===== src/rtl/nn_pkg.sv =====
// Shared types and constants for the neural-node control blocks.
package nn_pkg;

  localparam int unsigned NN_NUM_INPUTS = 64;
  localparam int unsigned NN_NUM_PASSES = 16;

  typedef enum logic [1:0] {
    StIdle,
    StClear,
    StAccum,
    StDone
  } seq_state_t;

  typedef real double;

endpackage


===== src/rtl/seq_counter.sv =====
// Wrap counter: counts 0..rollover_val while enabled, then returns to 0.
module seq_counter
  import nn_pkg::*;
#(
  parameter int unsigned Width = 7
) (
  input  logic             clk,
  input  logic             n_rst,
  input  logic             clear,
  input  logic             enable,
  input  logic [Width-1:0] rollover_val,
  output logic [Width-1:0] count,
  output logic             rollover_flag
);

  logic [Width-1:0] count_q, count_d;

  assign rollover_flag = (count_q == rollover_val);
  assign count         = count_q;

  // clear wins over enable so an abort always lands on zero
  always_comb begin
    count_d = count_q;
    if (clear) begin
      count_d = '0;
    end else if (enable) begin
      count_d = rollover_flag ? '0 : count_q + Width'(1);
    end
  end

  always_ff @(posedge clk or negedge n_rst) begin
    if (!n_rst) begin
      count_q <= '0;
    end else begin
      count_q <= count_d;
    end
  end

endmodule


===== src/rtl/node_sequencer.sv =====
// Time-multiplexes one node MAC/activation datapath across NUM_PASSES neurons.
// Optional ACCUM stall input enabled by defining NODE_SEQ_PAUSE_EN.
module node_sequencer
  import nn_pkg::*;
#(
  parameter int unsigned NUM_INPUTS = NN_NUM_INPUTS,
  parameter int unsigned NUM_PASSES = NN_NUM_PASSES,
  parameter int unsigned CNT_W      = 7
) (
  input  logic             clk,
  input  logic             n_rst,
  input  logic             in_valid,
  output logic             in_ready,
  input  logic             abort,
`ifdef NODE_SEQ_PAUSE_EN
  input  logic             pause,
`endif
  output logic             reset_acc,
  output logic             hold,
  output logic [CNT_W-1:0] cnt_val,
  output logic [3:0]       pass_idx,
  output logic             out_valid,
  input  logic             out_ready,
  output logic             out_last,
  output logic             busy
);

  seq_state_t state_q, state_d;
  logic       pause_act;
  logic       cnt_last, pass_last;
  logic       cnt_clear, cnt_en, pass_clear, pass_en;

`ifdef NODE_SEQ_PAUSE_EN
  assign pause_act = pause;
`else
  assign pause_act = 1'b0;
`endif

  always_comb begin
    state_d = state_q;
    unique case (state_q)
      StIdle:  if (in_valid) state_d = StClear;
      StClear: state_d = StAccum;
      StAccum: if (cnt_last && !pause_act) state_d = StDone;
      StDone:  if (out_ready) state_d = pass_last ? StIdle : StClear;
      default: state_d = StIdle;
    endcase
    if (abort) state_d = StIdle;
  end

  always_ff @(posedge clk or negedge n_rst) begin
    if (!n_rst) begin
      state_q <= StIdle;
    end else begin
      state_q <= state_d;
    end
  end

  // Element index wraps to 0 on the last ACCUM edge, so it is already clean for the next pass.
  assign cnt_clear  = abort || (state_q == StIdle);
  assign cnt_en     = (state_q == StAccum) && !pause_act;
  assign pass_clear = abort || (state_q == StIdle) ||
                      ((state_q == StDone) && out_ready && pass_last);
  assign pass_en    = (state_q == StDone) && out_ready && !pass_last;

  seq_counter #(
    .Width (CNT_W)
  ) u_cnt (
    .clk           (clk),
    .n_rst         (n_rst),
    .clear         (cnt_clear),
    .enable        (cnt_en),
    .rollover_val  (CNT_W'(NUM_INPUTS - 1)),
    .count         (cnt_val),
    .rollover_flag (cnt_last)
  );

  seq_counter #(
    .Width (4)
  ) u_pass (
    .clk           (clk),
    .n_rst         (n_rst),
    .clear         (pass_clear),
    .enable        (pass_en),
    .rollover_val  (4'(NUM_PASSES - 1)),
    .count         (pass_idx),
    .rollover_flag (pass_last)
  );

  always_comb begin
    in_ready  = (state_q == StIdle);
    busy      = (state_q != StIdle);
    reset_acc = (state_q == StClear);
    hold      = !((state_q == StAccum) && !pause_act);
    out_valid = (state_q == StDone);
    out_last  = (state_q == StDone) && pass_last;
  end

endmodule


===== config.mk =====
export PLATFORM = sky130hd
export DESIGN_NAME = node_sequencer
export DESIGN_NICKNAME = d
export VERILOG_FILES = /design/src/rtl/nn_pkg.sv /design/src/rtl/seq_counter.sv /design/src/rtl/node_sequencer.sv
export SDC_FILE = /design/constraint.sdc
export NUM_CORES = 1
export LEC_CHECK = 0
export BUFFER_PORTS_ARGS = -buffer_cell sky130_fd_sc_hd__buf_4
export CORE_MARGIN = 2
export CORE_UTILIZATION = 45
export DETAILED_ROUTE_END_ITERATION = 10
export PLACE_DENSITY = 0.84
export SETUP_SLACK_MARGIN = 0.05
export SYNTH_ARGS = -nofsm -noshare
export SYNTH_HDL_FRONTEND = slang
export SYNTH_SLANG_ARGS = --single-unit

===== constraint.sdc =====
create_clock -name clk -period 1.6 [get_ports clk]
set_clock_uncertainty 0.05 [all_clocks]
set_input_delay 0.24 -clock clk [delete_from_list [all_inputs] [get_ports clk]]
set_output_delay 0.24 -clock clk [all_outputs]
set_load 0.005 [all_outputs]

# Word-level counts from Yosys, hierarchy flattened

Index checks and enable logic that the tools add are counted.

Reductions and logical operators: 13
Multiplexer cells: 12
Add/subtract/negate cells: 2
Equality and inequality tests: 8

Operators with widths:

| kind                  | number |
|---|---|
| $mux W7               | 3 |
| $mux W4               | 3 |
| $ne A3 B2 Y1 const B  | 3 |
| $mux W2               | 4 |
| $pmux W2 S4           | 1 |
| $add A7 B1 Y7 const B | 1 |
| $eq A7 B6 Y1 const B  | 1 |
| $reduce_bool A2 Y1    | 3 |
| $add A4 B1 Y4 const B | 1 |
| $eq A2 B2 Y1 const B  | 2 |
| $eq A4 B4 Y1 const B  | 1 |
| $logic_and A1 B1 Y1   | 4 |
| $reduce_and A3 Y1     | 1 |
| $eq A2 B1 Y1 const B  | 1 |
| $logic_not A1 Y1      | 2 |
| $logic_not A2 Y1      | 1 |
| $logic_or A1 B1 Y1    | 2 |
| $mux W1               | 1 |

Output and inout bits: 17
Input port bits: 5
Register bits after elaboration: 13
Logic and storage cells: 38

# Depth between registers and ports, before layout

Gate-level depths: netlist (run 1).

Word-level depth: 5
Depth in mapped cells: 6
Depth with buffers taken out: 6

# Cells and area by module

A second synthesis (run 1) with hierarchy kept.

Cells, all modules: 101
Area, all modules: 953.4 um2

By module, submodules not included:

| module                | times used | cells an instance | seq. area each (um2) | area an instance (um2) |
|---|---|---|---|---|
| seq_counter at u_cnt  | 1          | 47                | 175.2                | 439.2 |
| seq_counter at u_pass | 1          | 27                | 100.1                | 284.0 |
| node_sequencer        | 1          | 27                | 50.0                 | 230.2 |

# Worst setup path before layout (run 1)

No wires, ideal clock.

Path kind: flip-flop to flip-flop
Start: reg u_cnt.count_q[0], in the netlist u_cnt.count[0]
End: reg state_q[0]
Cell stages (with the launch flop): 6
Arrival: 1.501 ns
Clock period less this slack: 1.669 ns
Slack: -0.069 ns
Library setup time: 0.118 ns
Cell sequence: dfrtp_1 -> ha_1 -> nand4b_2 -> a2111oi_4 -> a211oi_1 -> a21o_1

Longest elaborated chain between the ends: 3

RTL lines:

| element                     | RTL line             | source |
|---|---|---|
| start: declaration          | seq_counter.sv:16    | `logic [Width-1:0] count_q, count_d;` |
| start signal: assignment    | seq_counter.sv:35    | `count_q <= count_d;` |
| $eq A7 B6 Y1                | seq_counter.sv:18    | `assign rollover_flag = (count_q == rollover_val);` |
| $ne A3 B2 Y1 (no line)      | --                   |  |
| $reduce_and A3 Y1 (no line) | --                   |  |
| end signal: assignment      | node_sequencer.sv:53 | `state_q <= StIdle;` |
| end signal: assignment      | node_sequencer.sv:55 | `state_q <= state_d;` |
| end: declaration            | node_sequencer.sv:28 | `seq_state_t state_q, state_d;` |

Every way passes these cells.
A chain may end at the register's enable or synchronous reset.

# Final worst setup path (run 1)

Start: reg state_q[0]
End: reg state_q[1]

Longest elaborated chain between the ends: 3
Elaborated cells between the ends (all ways): 10

RTL lines:

| element                                      | RTL line             | source |
|---|---|---|
| $eq A2 B2 Y1, or another cell as far along   | node_sequencer.sv:41 | `unique case (state_q)` |
| $pmux W2 S4 or $ne A3 B2 Y1 (tied branches)  | --                   |  |
| $mux W2 or $reduce_and A3 Y1 (tied branches) | --                   |  |

Parallel ways exist; a longest one is shown, timed or not.

==> impl.org, run 1 <==
** Status
- Outcome :: finished, violations left
- Failing checks :: setup timing

** Power and ir drop
- Leakage power of the design :: 0.581 nW
- Dividing total power by cell area gives a power density of approximately 1100 mW/mm^2.
- Across the VDD grid, the largest voltage drop is 0.713 mV.

** Timing
- Min Tclk post-route :: 1.64 ns
- At the pin with the least slew margin, the transition time is roughly 0.35 ns.
- Final hold violation count :: 0
- Final worst hold slack :: 0.101 ns
- Maximum achievable frequency :: 0.609 GHz
- Setup violations remaining at the end of the flow were counted as 4.
- Setup repair after global routing could not meet its margin everywhere.
- The number of max-slew violations in the final report came to 0.
- Max-slew headroom :: 76.3%
- Setup ws final :: -0.0432 ns
- Post-route fraction of the period consumed by the critical path :: 103%

** Route
- After detailed routing, the number of remaining DRC violations is 0.
- Count of TritonRoute iterations in the first routing pass :: 4
- In the routed layout, each cell is associated on average with a via count of 5.60.
- Total via count after detailed routing :: 812
- Once detail routing completed, the nets flagged for antenna violations numbered 0.
- Mean routed wirelength per cell :: 13.8 microns
- After detailed routing, the total wire length is 2000 microns.
- DRC violation total after the first TritonRoute iteration :: 14

** Synthesis
- Synthesis inferred 13 register bits.
- Top post-synthesis cells by count :: 13 x sky130_fd_sc_hd__dfrtp_1, 10 x sky130_fd_sc_hd__a21oi_1, 10 x sky130_fd_sc_hd__nand3_1, 10 x sky130_fd_sc_hd__nor2_1
- The cell count after synthesis came out at 85.
- Mean instance size in the synthesized netlist :: 9.30 sq um
- Post-synthesis sequential area ratio :: between 40% and 50%
- The biggest area contributor in the post-synthesis netlist is sky130_fd_sc_hd__dfrtp_1.
- Largest cells by area after synthesis :: sky130_fd_sc_hd__dfrtp_1 41%, sky130_fd_sc_hd__ha_1 11%, sky130_fd_sc_hd__a21oi_1 6.3%
- Asr flop ratio synth :: between 90% and 100%
- Unique cell type count in the Yosys netlist :: 23
- Syn Std Cell Area :: just under 800 sq um
- Synthesis produced a netlist with a net count of 97.
- The synthesized design contains 0 enable-type register cells.
- Number of warnings issued by yosys :: 0
- sky130_fd_sc_hd__dfrtp_1 is the most common cell in the netlist.
- Share of the synthesized area in the top cell type :: between 40% and 50%
- For this run, the leading register cell type out of synthesis is sky130_fd_sc_hd__dfrtp_1.

** Flow run
- The tool flagged a number of max-cap violations equal to 0.

** Floorplan
- Total die area :: 0.00211 sq mm
- Die Span X :: 45.9 microns
- The floorplan step set the die height to 45.9 microns.
- The total area inside the core boundary comes to 0.00169 sq mm.
- Row generation in the floorplan step produced 15 rows.
- The initial utilization of the core area, before any placement, comes to 46.8%.
- Number of placed I/O pins :: 22

** CTS
- Number of buffers on the longest clock path :: 2
- TritonCTS built the clock tree.
- Clock Pin Slew Worst Setup and Hold Paths :: 0.08 ns
- Number of H-tree levels :: 1
- Clock tree synthesis inserted a total of 3 buffers.
- Clock latency of the later-clocked register in the worst-skew pair :: 0.27 ns
- TritonCTS Sinks :: 13
- Root buffer selected by CTS :: sky130_fd_sc_hd__clkbuf_4

** GRT
- Entering global routing, the biggest net connects 14 pins.
- Total routing resource utilization after global routing :: 18.6%
- The first global-routing pass estimated 2900 microns of wire.
- The via count of the first global-routing pass is 703.
- After global routing the overflow that remains totals 0.
- The initial antenna violation count came to 0.

** Cells and area
- NumNets Final :: 141
- Of the cells placed in the final design, the portion with a size suffix greater than 1 is 48.4%.
- Antenna cells :: 0
- Layout overhead on the synthesized area :: 55.4%
- The finished cells cover ~0.0012 sq mm.
- The finished layout holds 145 standard cells, fillers aside.

** Setup path
- Together, buffers and inverters on the worst path number 2.
- Cell breakdown of the critical path :: inv_2 > ha_4 > buf_4 > a2111oi_4 > mux2i_1 > nor2_1
- CP startpoint kind :: register
- Maximum fanout along the worst path :: 3
- Top delay family on crit path :: compound AO/OA/AOI/OAI gates
- STA classifies the critical path endpoint as a register.
- Worst EP required :: around 1.7 ns
- Class of the most critical setup path :: reg -> reg
- The slowest stage of the critical path belongs to the cell sky130_fd_sc_hd__a2111oi_4.
- Critical Path Max Stage Delay :: approximately 0.42 ns
- Data arrival time of the critical path :: 1.76 ns

** Place
- Placed Instance Area :: 0.00106 sq mm
- Hpwl dp :: 1340 microns
- Input and output buffers added on the ports amount to 21.
- The congestion estimate from routability-driven global placement came to 0.836.
- Once placement completed, the tool counted placed cells totaling ~130.

** Worst hold path
- The path class of the tightest hold or removal check is in -> reg.
[state kept, by name, summed over array words and instances (netlist names)]
signal	cells
u_cnt.count	7
state_q	2
u_pass.count	4
[worst reg2reg max path, delay by kind of cell (launching register included)]
| family | cells | cell delay (ns) |
|---|---|---|
| adders and majority gates | 1 | 0.17 |
| muxes | 1 | 0.22 |
| DFF | 1 | 0.40 |
| AOI/OAI and AO/OA | 1 | 0.42 |
| buffers and inverters | 2 | 0.22 |
| and+or+nand+nor | 1 | 0.06 |
[layer usage]
layer	GRT usage, %	vias to the layer above	wire (microns)	part of all wire [%]
met5	0	-	0	0
li1	-	389	-	-
met1	22.2	401	802	40
met4	6.29	0	10	0.50
met3	2.78	2	78	3.9
met2	33.3	20	1110	55
[logic make-up (layout without fill, tap and decap cells)]
group | count (synthesis) | in the layout | synth area share [%]
AOI/OAI and AO/OA | 18 | 18 | 16.8
xor gates and xnor gates | 3 | 3 | 3.32
adders and majority gates | 7 | 7 | 11.1
buffers and inverters | 7 | 50 | 3.32
DFF | 13 | 13 | 41.1
muxes | 1 | 1 | 1.27
and+or+nand+nor | 36 | 36 | 23.1
[final timing paths]
kind / from / to / slack [ns] / cells past startpoint
setup / recovery: state_q[0]$_DFFE_PN0P_ / state_q[1]$_DFFE_PN0P_ / -0.04 / 6
min in group asynchronous: n_rst / u_cnt.count[4]$_DFFE_PN0P_ / 0.30 / 2
max in group asynchronous: n_rst / u_cnt.count[1]$_DFFE_PN0P_ / 1.01 / 2
hold / removal: abort / state_q[1]$_DFFE_PN0P_ / 0.10 / 2
hold reg to reg: u_cnt.count[6]$_DFFE_PN0P_ / u_cnt.count[6]$_DFFE_PN0P_ / 0.52 / 1
setup reg to reg: state_q[0]$_DFFE_PN0P_ / state_q[1]$_DFFE_PN0P_ / -0.04 / 6
[power by group]
| group | leakage, nW | internal (W) | total [W] | switching, W |
|---|---|---|---|---|
| clock network | 0.0150 | 0.0000963 | 0.000200 | 0.000104 |
| registers | 0.175 | 0.000356 | 0.000392 | 0.0000360 |
| logic | 0.391 | 0.000428 | 0.000758 | 0.000330 |
| total | 0.581 | 0.000881 | 0.00135 | 0.000470 |
[layout by cell type, fill, tap and decap left out, types with 2 or more instances in the layout]
cell / synthesis / routed
sky130_fd_sc_hd__dfrtp_2: 0 / 3
sky130_fd_sc_hd__ha_1: 7 / 3
sky130_fd_sc_hd__a21oi_1: 10 / 10
sky130_fd_sc_hd__clkbuf_4: 0 / 3
sky130_fd_sc_hd__inv_2: 0 / 3
sky130_fd_sc_hd__buf_6: 0 / 2
sky130_fd_sc_hd__inv_1: 6 / 2
sky130_fd_sc_hd__nand2_1: 7 / 6
sky130_fd_sc_hd__nor2_1: 10 / 10
sky130_fd_sc_hd__ha_4: 0 / 3
sky130_fd_sc_hd__nor3_1: 2 / 2
sky130_fd_sc_hd__a21o_1: 2 / 2
sky130_fd_sc_hd__dfrtp_1: 13 / 10
sky130_fd_sc_hd__nand3_1: 10 / 9
sky130_fd_sc_hd__buf_4: 0 / 37
sky130_fd_sc_hd__nand4_1: 2 / 2
sky130_fd_sc_hd__xor2_1: 3 / 3
[per-stage QoR]
stage	worst slack (ns)	total power, W	setup TNS (ns)	utilization, %
6_report	-0.0432	0.00135	-0.104	72.7
5_1_grt	-0.123	0.00144	-0.384	72.7
4_1_cts	-0.00137	0.00123	-0.00234	68.2
3_5_place_dp	-0.0338	0.000919	-0.0569	62.7
3_3_place_gp	0.0147	0.000905	0	62.7
2_1_floorplan	0.0488	0.000735	0	-
[cell type report]
| type | count | area (sq um) |
|---|---|---|
| tap | 17 | 21.3 |
| clock buffer | 4 | 26.3 |
| inverter | 6 | 25.0 |
| multi-input combinational | 65 | 517 |
| fill | 119 | 460 |
| timing repair buffer | 40 | 310 |
| sequential | 13 | 329 |
[timing repair]
item,4_1_cts,5_1_grt
hold buffers,1,0
endpoints found under the setup margin,5,10
buffers inserted,5,6
endpoints found under the hold margin,13,0
resized for setup,4,9
pin swaps,0,5
No activity file was read; power rests on OpenSTA's default activity.
==> inputs of run 2 (changes only) <==
--- a/config.mk
+++ b/config.mk
@@ -7,9 +7,9 @@
 export LEC_CHECK = 0
 export BUFFER_PORTS_ARGS = -buffer_cell sky130_fd_sc_hd__buf_4
 export CORE_MARGIN = 2
-export CORE_UTILIZATION = 45
+export CORE_UTILIZATION = 50
 export DETAILED_ROUTE_END_ITERATION = 10
-export PLACE_DENSITY = 0.84
+export PLACE_DENSITY = 0.88
 export SETUP_SLACK_MARGIN = 0.05
 export SYNTH_ARGS = -nofsm -noshare
 export SYNTH_HDL_FRONTEND = slang
==> constraint.sdc (replaced) <==
create_clock -name clk -period 1.95 [get_ports clk]
set_clock_uncertainty 0.05 [all_clocks]
set_input_delay 0.2925 -clock clk [delete_from_list [all_inputs] [get_ports clk]]
set_output_delay 0.2925 -clock clk [all_outputs]
set_load 0.005 [all_outputs]
==> run 2 against run 1 <==
Net effect: the run now ends clean; cell area decreased by 18%; register-to-register slack better by 0.24 ns; global-route usage barely moved; combinational power shrank 50%; maximum frequency fell by 6.3%; final cell count fell by 13%; core utilization fell by 5.2 points; hold slack improved by 0.046 ns; critical path depth is 1 lower; count of clock-buffer cells in the layout did not move; die area down 9.1%; largest power group unchanged; highest routed layer unchanged.
==> impl.org, run 2 (same netlist as run 1, synthesis figures left out) <==
** Route
- Remaining design rule violation count :: 0 (unchanged)
- Mean routed wirelength per cell :: 12.8 microns (-7.7%)
- Antenna-violating nets left :: 0 (unchanged)
- The detailed-routing iteration count for the pre-antenna-repair pass is 4 (unchanged).
- The number of vias per cell was 5.62 (+0.34%).
- Total via count after detailed routing :: 708 (-13%)
- The sum of routed wire length over all layers is 1610 microns (-20%).
- DRC violation total after the first TritonRoute iteration :: 8 (-6)

** Place
- Final Wtd Congestion :: 0.875 (+4.6%)
- Hpwl dp :: 1240 microns (-7.5%)
- The number of placed instances with taps included is 121 (-6.2%).
- The pre-CTS worst setup slack is 0.148 ns (+0.182 ns).
- The count of port buffers added during placement is 21 (unchanged).

** Floorplan
- The starting utilization of the core area came to 53.1% (+6.3 points).
- Total die area :: 0.00192 sq mm (-9.1%)
- The die span in y came to 43.8 microns (-4.7%).
- Die Span X :: 43.8 microns (-4.7%)
- The number of top-level design ports is 22 (unchanged).
- Placement Rows :: 14 (-1)
- The core area is 0.00149 sq mm (-12%).

** Timing
- The final setup slack of the worst path is 0.196 ns (+0.239 ns).
- The hold violation total from the final report came to 0 (unchanged).
- Number of max-slew violations in the final report :: 0 (unchanged)
- Setup repair after global routing left no endpoint under its margin.
- Max-slew headroom :: 75.3% (-1.0 points)
- Maximum achievable frequency :: 0.570 GHz (-6.3%)
- Final worst hold slack :: 0.147 ns (+0.0456 ns)
- Min Tclk post-route :: 1.75 ns (+0.111 ns)
- Worst-margin pin slew :: 0.369 ns (+0.0144 ns)
- The final total negative setup slack is 0 ns (+0.104 ns).
- Final-report setup violation count :: 0 (-4)
- Post-route fraction of the period consumed by the critical path :: 89.9% (-13 points)

** Setup path
- The worst setup path is of the reg -> reg kind.
- Data arrival time of the critical path :: 1.87 ns (+0.11 ns)
- Worst EP required :: 2.07 ns (+0.36 ns)
- The largest fanout of any net on the critical path is 7 (+4).
- CP startpoint kind :: register
- STA classifies the critical path endpoint as a register.

** GRT
- The largest net degree at the start of global routing was 14 (unchanged).
- Vias in the first global route :: 649 (-7.7%)
- Initial antenna violation count :: 0 (unchanged)
- The total routing usage reported by global routing was 18.6% (+0.033 points).
- Sum of overflow across all layers after global routing :: 0 (unchanged)
- First-pass GRT wire length :: 2710 microns (-6.6%)

** CTS
- Number of buffers on the longest clock path :: 2 (unchanged)
- Root buffer selected by CTS :: sky130_fd_sc_hd__clkbuf_4
- The clock insertion delay at the later pin of the skew report came to 0.27 ns (about the same).
- The clock slew seen by the registers of the worst setup and hold paths is 0.08 ns (about the same).
- Inserted Clock Buffers :: 3 (unchanged)
- TritonCTS built the clock tree.
- Number of H-tree levels :: 1 (unchanged)
- TritonCTS Sinks :: 13 (unchanged)

** Power and ir drop
- Maximum vdd ir drop :: 0.560 mV (-21%)
- The proportion of power drawn by combinational gates came to 44.1% (-12 points).
- The areal power density over the cells is 852 mW/mm^2 (-22%).
- The internal power was 0.000553 W (-37%).
- Leakage power of the design :: 0.484 nW (-17%)
- The sequential share of power is 37.0% (+8.0 points).
- PnR Total Power :: 0.000857 W (-37%)
- The relative contribution of the clock network to total power is 18.9% (+4.1 points).
- Power spent charging and discharging nets :: 0.000304 W (-35%)
- Switching fraction of total power :: 35.5% (+0.72 points)

** Status
- Outcome :: finished clean

** Cells and area
- The flip-flop count of the largest register, all copies and words added is 7 (unchanged).
- In the layout the commonest cells are 21 x sky130_fd_sc_hd__buf_4, 13 x sky130_fd_sc_hd__dfrtp_1, 10 x sky130_fd_sc_hd__nand3_1, 10 x sky130_fd_sc_hd__nor2_1, 10 x sky130_fd_sc_hd__a21oi_1.
- NumNets Final :: 123 (-13%)
- Number of cells in the finished layout apart from fillers :: 126 (-13%)
- The number of antenna repair diodes came to 0 (unchanged).
- Compared with the post-synthesis result, the final layout area differs by 27.2%.
- Leaving out fill and tap cells, the most frequent cell in the layout is sky130_fd_sc_hd__buf_4.
- Share of cells above drive strength 1 :: 26.4% (-22 points)

** Worst hold path
- The tightest min-delay check is of the in -> reg type.

** Flow run
- The max-cap check violation count is 0 (unchanged).
run 2: cell count changes in the layout (fill, tap and decap cells not counted), sizes merged:
cell	before	now
buf	39	21
run 2: final timing paths:
path / start / end / slack (ns) / cells after the start
hold reg to reg: u_cnt.count[6]$_DFFE_PN0P_ / u_cnt.count[6]$_DFFE_PN0P_ / 0.52 / 1
setup / recovery: u_cnt.count[0]$_DFFE_PN0P_ / state_q[1]$_DFFE_PN0P_ / 0.20 / 5
hold / removal: abort / state_q[1]$_DFFE_PN0P_ / 0.15 / 2
setup reg to reg: u_cnt.count[0]$_DFFE_PN0P_ / state_q[1]$_DFFE_PN0P_ / 0.20 / 5
max in group asynchronous: n_rst / u_cnt.count[0]$_DFFE_PN0P_ / 1.33 / 2
min in group asynchronous: n_rst / u_cnt.count[5]$_DFFE_PN0P_ / 0.35 / 2
run 2: per-layer routing:
layer | global-route usage [%] | share of wire (%) | vias to the layer above
li1 | - | - | 351
met1 | 24.5 | 45 | 333
met2 | 29.7 | 48 | 20
met3 | 2.92 | 5.6 | 4
met4 | 9.09 | 1.3 | 0
met5 | 0 | 0 | -
run 2: metrics by stage:
| step | cell area, sq um | utilization [%] |
|---|---|---|
| after global routing | 1010 | 67.6 |
| after detailed placement | 965 | 64.8 |
| after floorplan | 791 | - |
| after global placement | 965 | 64.8 |
| final | 1010 | 67.6 |
| after CTS | 1000 | 67.2 |
run 2: worst max-delay path, stage by stage, from the launching register on:
cell and delay, ns:
sky130_fd_sc_hd__dfrtp_1 0.46, sky130_fd_sc_hd__ha_2 0.27, sky130_fd_sc_hd__nand4b_2 0.15, sky130_fd_sc_hd__a2111oi_4 0.43, sky130_fd_sc_hd__mux2i_1 0.24, sky130_fd_sc_hd__nor2_1 0.06
run 2: layout make-up:
type	count	area [sq um]
fillers	124	483
multi-input cells	65	444
flip-flops and latches	13	325
repair buffers	22	168
clock buffers	4	26.3
inverters	6	22.5
well taps	16	20.0
run 2: power groups by stage:
stage | Combinational, W | Clock [W] | Sequential [W]
finish | 0.000379 | 0.000162 | 0.000317
global route | 0.000429 | 0.000176 | 0.000321
CTS | 0.000380 | 0.000166 | 0.000316
detailed placement | 0.000378 | 0 | 0.000322
global placement | 0.000368 | 0 | 0.000319
floorplan | 0.000249 | 0 | 0.000314
run 2: timing repair:
action / in CTS / in global routing
setup buffers: 0 / 0
hold buffers: 1 / 0
gates resized for setup: 0 / 2
endpoints found under the hold margin: 13 / 0
setup endpoints to repair: 0 / 3
==> inputs of run 3 (changes only) <==
--- a/config.mk
+++ b/config.mk
@@ -6,10 +6,11 @@
 export NUM_CORES = 1
 export LEC_CHECK = 0
 export BUFFER_PORTS_ARGS = -buffer_cell sky130_fd_sc_hd__buf_4
-export CORE_MARGIN = 2
-export CORE_UTILIZATION = 50
+export CAP_MARGIN = 0
+export CORE_ASPECT_RATIO = 0.5
+export CORE_UTILIZATION = 30
 export DETAILED_ROUTE_END_ITERATION = 10
-export PLACE_DENSITY = 0.88
+export PLACE_DENSITY = 0.62
 export SETUP_SLACK_MARGIN = 0.05
 export SYNTH_ARGS = -nofsm -noshare
 export SYNTH_HDL_FRONTEND = slang
==> run 3 against run 2 <==
Net effect: cell area up 4.7%; count of clock-buffer cells in the layout unchanged; register-to-register slack better by 0.02 ns; global-route usage down 5.9 points; setup slack worse by 0.040 ns; flip-flop and latch count unchanged; first-iteration DRC count rose to 3.5 times the previous value; maximum frequency down 2.2%.
==> impl.org, run 3 (same netlist as run 1, synthesis figures left out) <==
** Timing
- The count of endpoints failing setup in the final report was 0 (unchanged).
- The final total negative setup slack was 0 ns (unchanged).
- The number of max-slew violations in the final report came to 0 (unchanged).
- Maximum achievable frequency :: 0.557 GHz (-2.2%)
- The pin slew with the least headroom to its limit is 0.390 ns (+0.0210 ns).
- The hold violation total from the final report came to 0 (unchanged).
- Setup repair after global routing left no endpoint under its margin.
- Post-route fraction of the period consumed by the critical path :: 92.0% (+2.1 points)
- The clock period minus final worst setup slack was 1.79 ns (+0.0401 ns).
- Max-slew headroom :: 73.9% (-1.4 points)

** Power and ir drop
- Leakage power of the design :: 0.499 nW (+3.1%)
- The worst IR drop on VDD is 0.338 mV (-40%).
- Power density over the cells :: 879 mW/mm^2 (+3.2%)

** Status
- The flow ran to the end, and the final reports show no timing, DRC or antenna violations.

** Route
- Remaining design rule violation count :: 0 (unchanged)
- The overall via count from detail_route came to 688 (-2.8%).
- Detailed Route WL :: 1560 microns (-3.2%)
- The met2 wire length was 752 microns (-2.0%).
- The met1 routed wirelength after detailed routing is 758 microns (+4.1%).
- The met3 wirelength from detailed routing came to 46 microns (-49%).
- The routed wire length per instance was 10.7 microns (-16%).
- DRC violation total after the first TritonRoute iteration :: 28 (+20)
- The number of vias per cell came to 4.71 (-16%).
- Count of TritonRoute iterations in the first routing pass :: 4 (unchanged)
- Antenna-violating nets left :: 0 (unchanged)
- Uppermost metal layer occupied by signal nets :: met3

** Floorplan
- The starting utilization of the core area is 33.5% (-20 points).
- The core area is 0.00236 sq mm (+58%).
- Total die area :: 0.00286 sq mm (+49%)
- The number of top-level design ports came to 22 (unchanged).
- The die width is 74.6 microns (+70%).
- The count of standard-cell rows was 12 (-2).
- Die outline height :: 38.3 microns (-12%)

** Cells and area
- The final cell count without fillers was 146 (+16%).
- Commonest cells after routing, fill and taps aside :: 22 x sky130_fd_sc_hd__buf_4, 13 x sky130_fd_sc_hd__dfrtp_1, 10 x sky130_fd_sc_hd__nand3_1, 10 x sky130_fd_sc_hd__nor2_1, 10 x sky130_fd_sc_hd__a21oi_1
- Max reg flops :: 7 (unchanged)
- The count of nets after finishing came to 124 (+0.81%).
- The number of antenna repair diodes is 0 (unchanged).
- The library cell used most frequently in the layout, excluding fill and tap cells, is sky130_fd_sc_hd__buf_4.
- Layout overhead on the synthesized area :: 33.2%
- The share of final-layout standard cells stronger than drive strength 1 was 26.1% (-0.24 points).

** Setup path
- Worst flop-to-flop path startpoint :: u_cnt.count[0]$_DFFE_PN0P_
- STA classifies the critical path startpoint as a register.
- Maximum fanout along the worst path :: 8 (+1)
- RR Endpoint :: state_q[0]$_DFFE_PN0P_
- Tracing the worst setup path back leads to its startpoint at state_q[0]$_DFFE_PN0P_.
- The worst setup path is of the reg -> out kind.
- Critical path destination :: hold
- Worst reg-to-reg path cell count :: 5 (unchanged)
- STA classifies the critical path endpoint as a primary output.
- The reg2reg setup slack was 0.22 ns (+0.02 ns).
- The data arrival time of the critical path is 1.45 ns (-0.42 ns).
- Worst EP required :: 1.61 ns (-0.46 ns)

** GRT
- The total routing usage reported by global routing came to 12.7% (-5.9 points).
- The total global routing overflow was 0 (unchanged).
- Maximum number of pins on one net before global-route repair :: 14 (unchanged)
- Vias in the first global route :: 623 (-4.0%)
- The wire length of the first global-routing pass was 2680 microns (-1.3%).
- The initial antenna violation count is 0 (unchanged).

** CTS
- The total number of H-tree levels is 1 (unchanged).
- The number of buffers created by CTS is 3 (unchanged).
- Root buffer selected by CTS :: sky130_fd_sc_hd__clkbuf_8
- CTS tree :: built
- Clock latency of the later-clocked register in the worst-skew pair :: 0.24 ns (-0.03 ns)
- The clock slew seen by the registers of the worst setup and hold paths is 0.05 ns (-0.03 ns).
- The maximum root-to-sink buffer count is 2 (unchanged).
- TritonCTS Sinks :: 13 (unchanged)

** Place
- Placed Instances :: 141 (+17%)
- Final Wtd Congestion :: 0.746 (-15%)
- Port buffer count :: 21 (unchanged)
- Hpwl dp :: 1200 microns (-3.6%)

** Worst hold path
- Hold WC Path Type :: in -> reg

** Flow run
- Number of max-cap violations :: 0 (unchanged)
run 3: area by class of cell:
type | count | area [sq um]
Fill cell | 236 | 1300
Multi-Input combinational cell | 65 | 442
Sequential cell | 13 | 325
Timing Repair Buffer | 23 | 175
Clock buffer | 4 | 45.0
Tap cell | 35 | 43.8
Inverter | 6 | 22.5
run 3: through the flow:
step | total power (W) | setup slack [ns] | utilization [%] | area [sq um] | hold slack (ns)
floorplan | 0.000563 | 0.281 | - | 791 | -0.0531
global placement | 0.000699 | 0.205 | 42.3 | 996 | 0.102
detailed placement | 0.000699 | 0.188 | 42.3 | 996 | 0.105
CTS | 0.000943 | 0.150 | 44.6 | 1050 | 0.182
global route | 0.00100 | 0.0495 | 44.7 | 1050 | 0.182
finish | 0.000926 | 0.156 | 44.7 | 1050 | 0.183
run 3: worst min path at each step:
stage | startpoint | endpoint | slack [ns] | cells after the start
floorplan | n_rst | state_q[0]$_DFFE_PN0P_ | -0.05 | 0
global placement | n_rst | u_pass.count[0]$_DFFE_PN0P_ | 0.10 | 1
detailed placement | n_rst | u_pass.count[0]$_DFFE_PN0P_ | 0.10 | 1
CTS | abort | state_q[1]$_DFFE_PN0P_ | 0.18 | 2
global route | abort | state_q[1]$_DFFE_PN0P_ | 0.18 | 2
finish | abort | state_q[1]$_DFFE_PN0P_ | 0.18 | 2
run 3: power breakdown:
group | switching, W | internal (W) | leakage (nW)
Clock | 0.0000927 | 0.000144 | 0.0228
Sequential | 0.0000244 | 0.000291 | 0.180
Combinational | 0.000192 | 0.000183 | 0.296
Total | 0.000309 | 0.000618 | 0.499
run 3: what timing repair did:
action	CTS	global route
setup endpoints to repair	0	1
buffers inserted	0	0
gates resized for setup	0	1
endpoints found under the hold margin	13	0
hold buffers	1	0
run 3: metal layers:
metal,track usage [%],up-vias
met5,0,-
met4,4.25,0
met3,3.95,0
met2,20.0,9
met1,16.7,325
li1,-,354
run 3: worst max-delay path: stages (launching register included):
cell and delay, ns:
sky130_fd_sc_hd__dfrtp_1 0.40, sky130_fd_sc_hd__inv_1 0.14, sky130_fd_sc_hd__ha_1 0.36, sky130_fd_sc_hd__inv_1 0.14
sky130_fd_sc_hd__buf_4 0.16
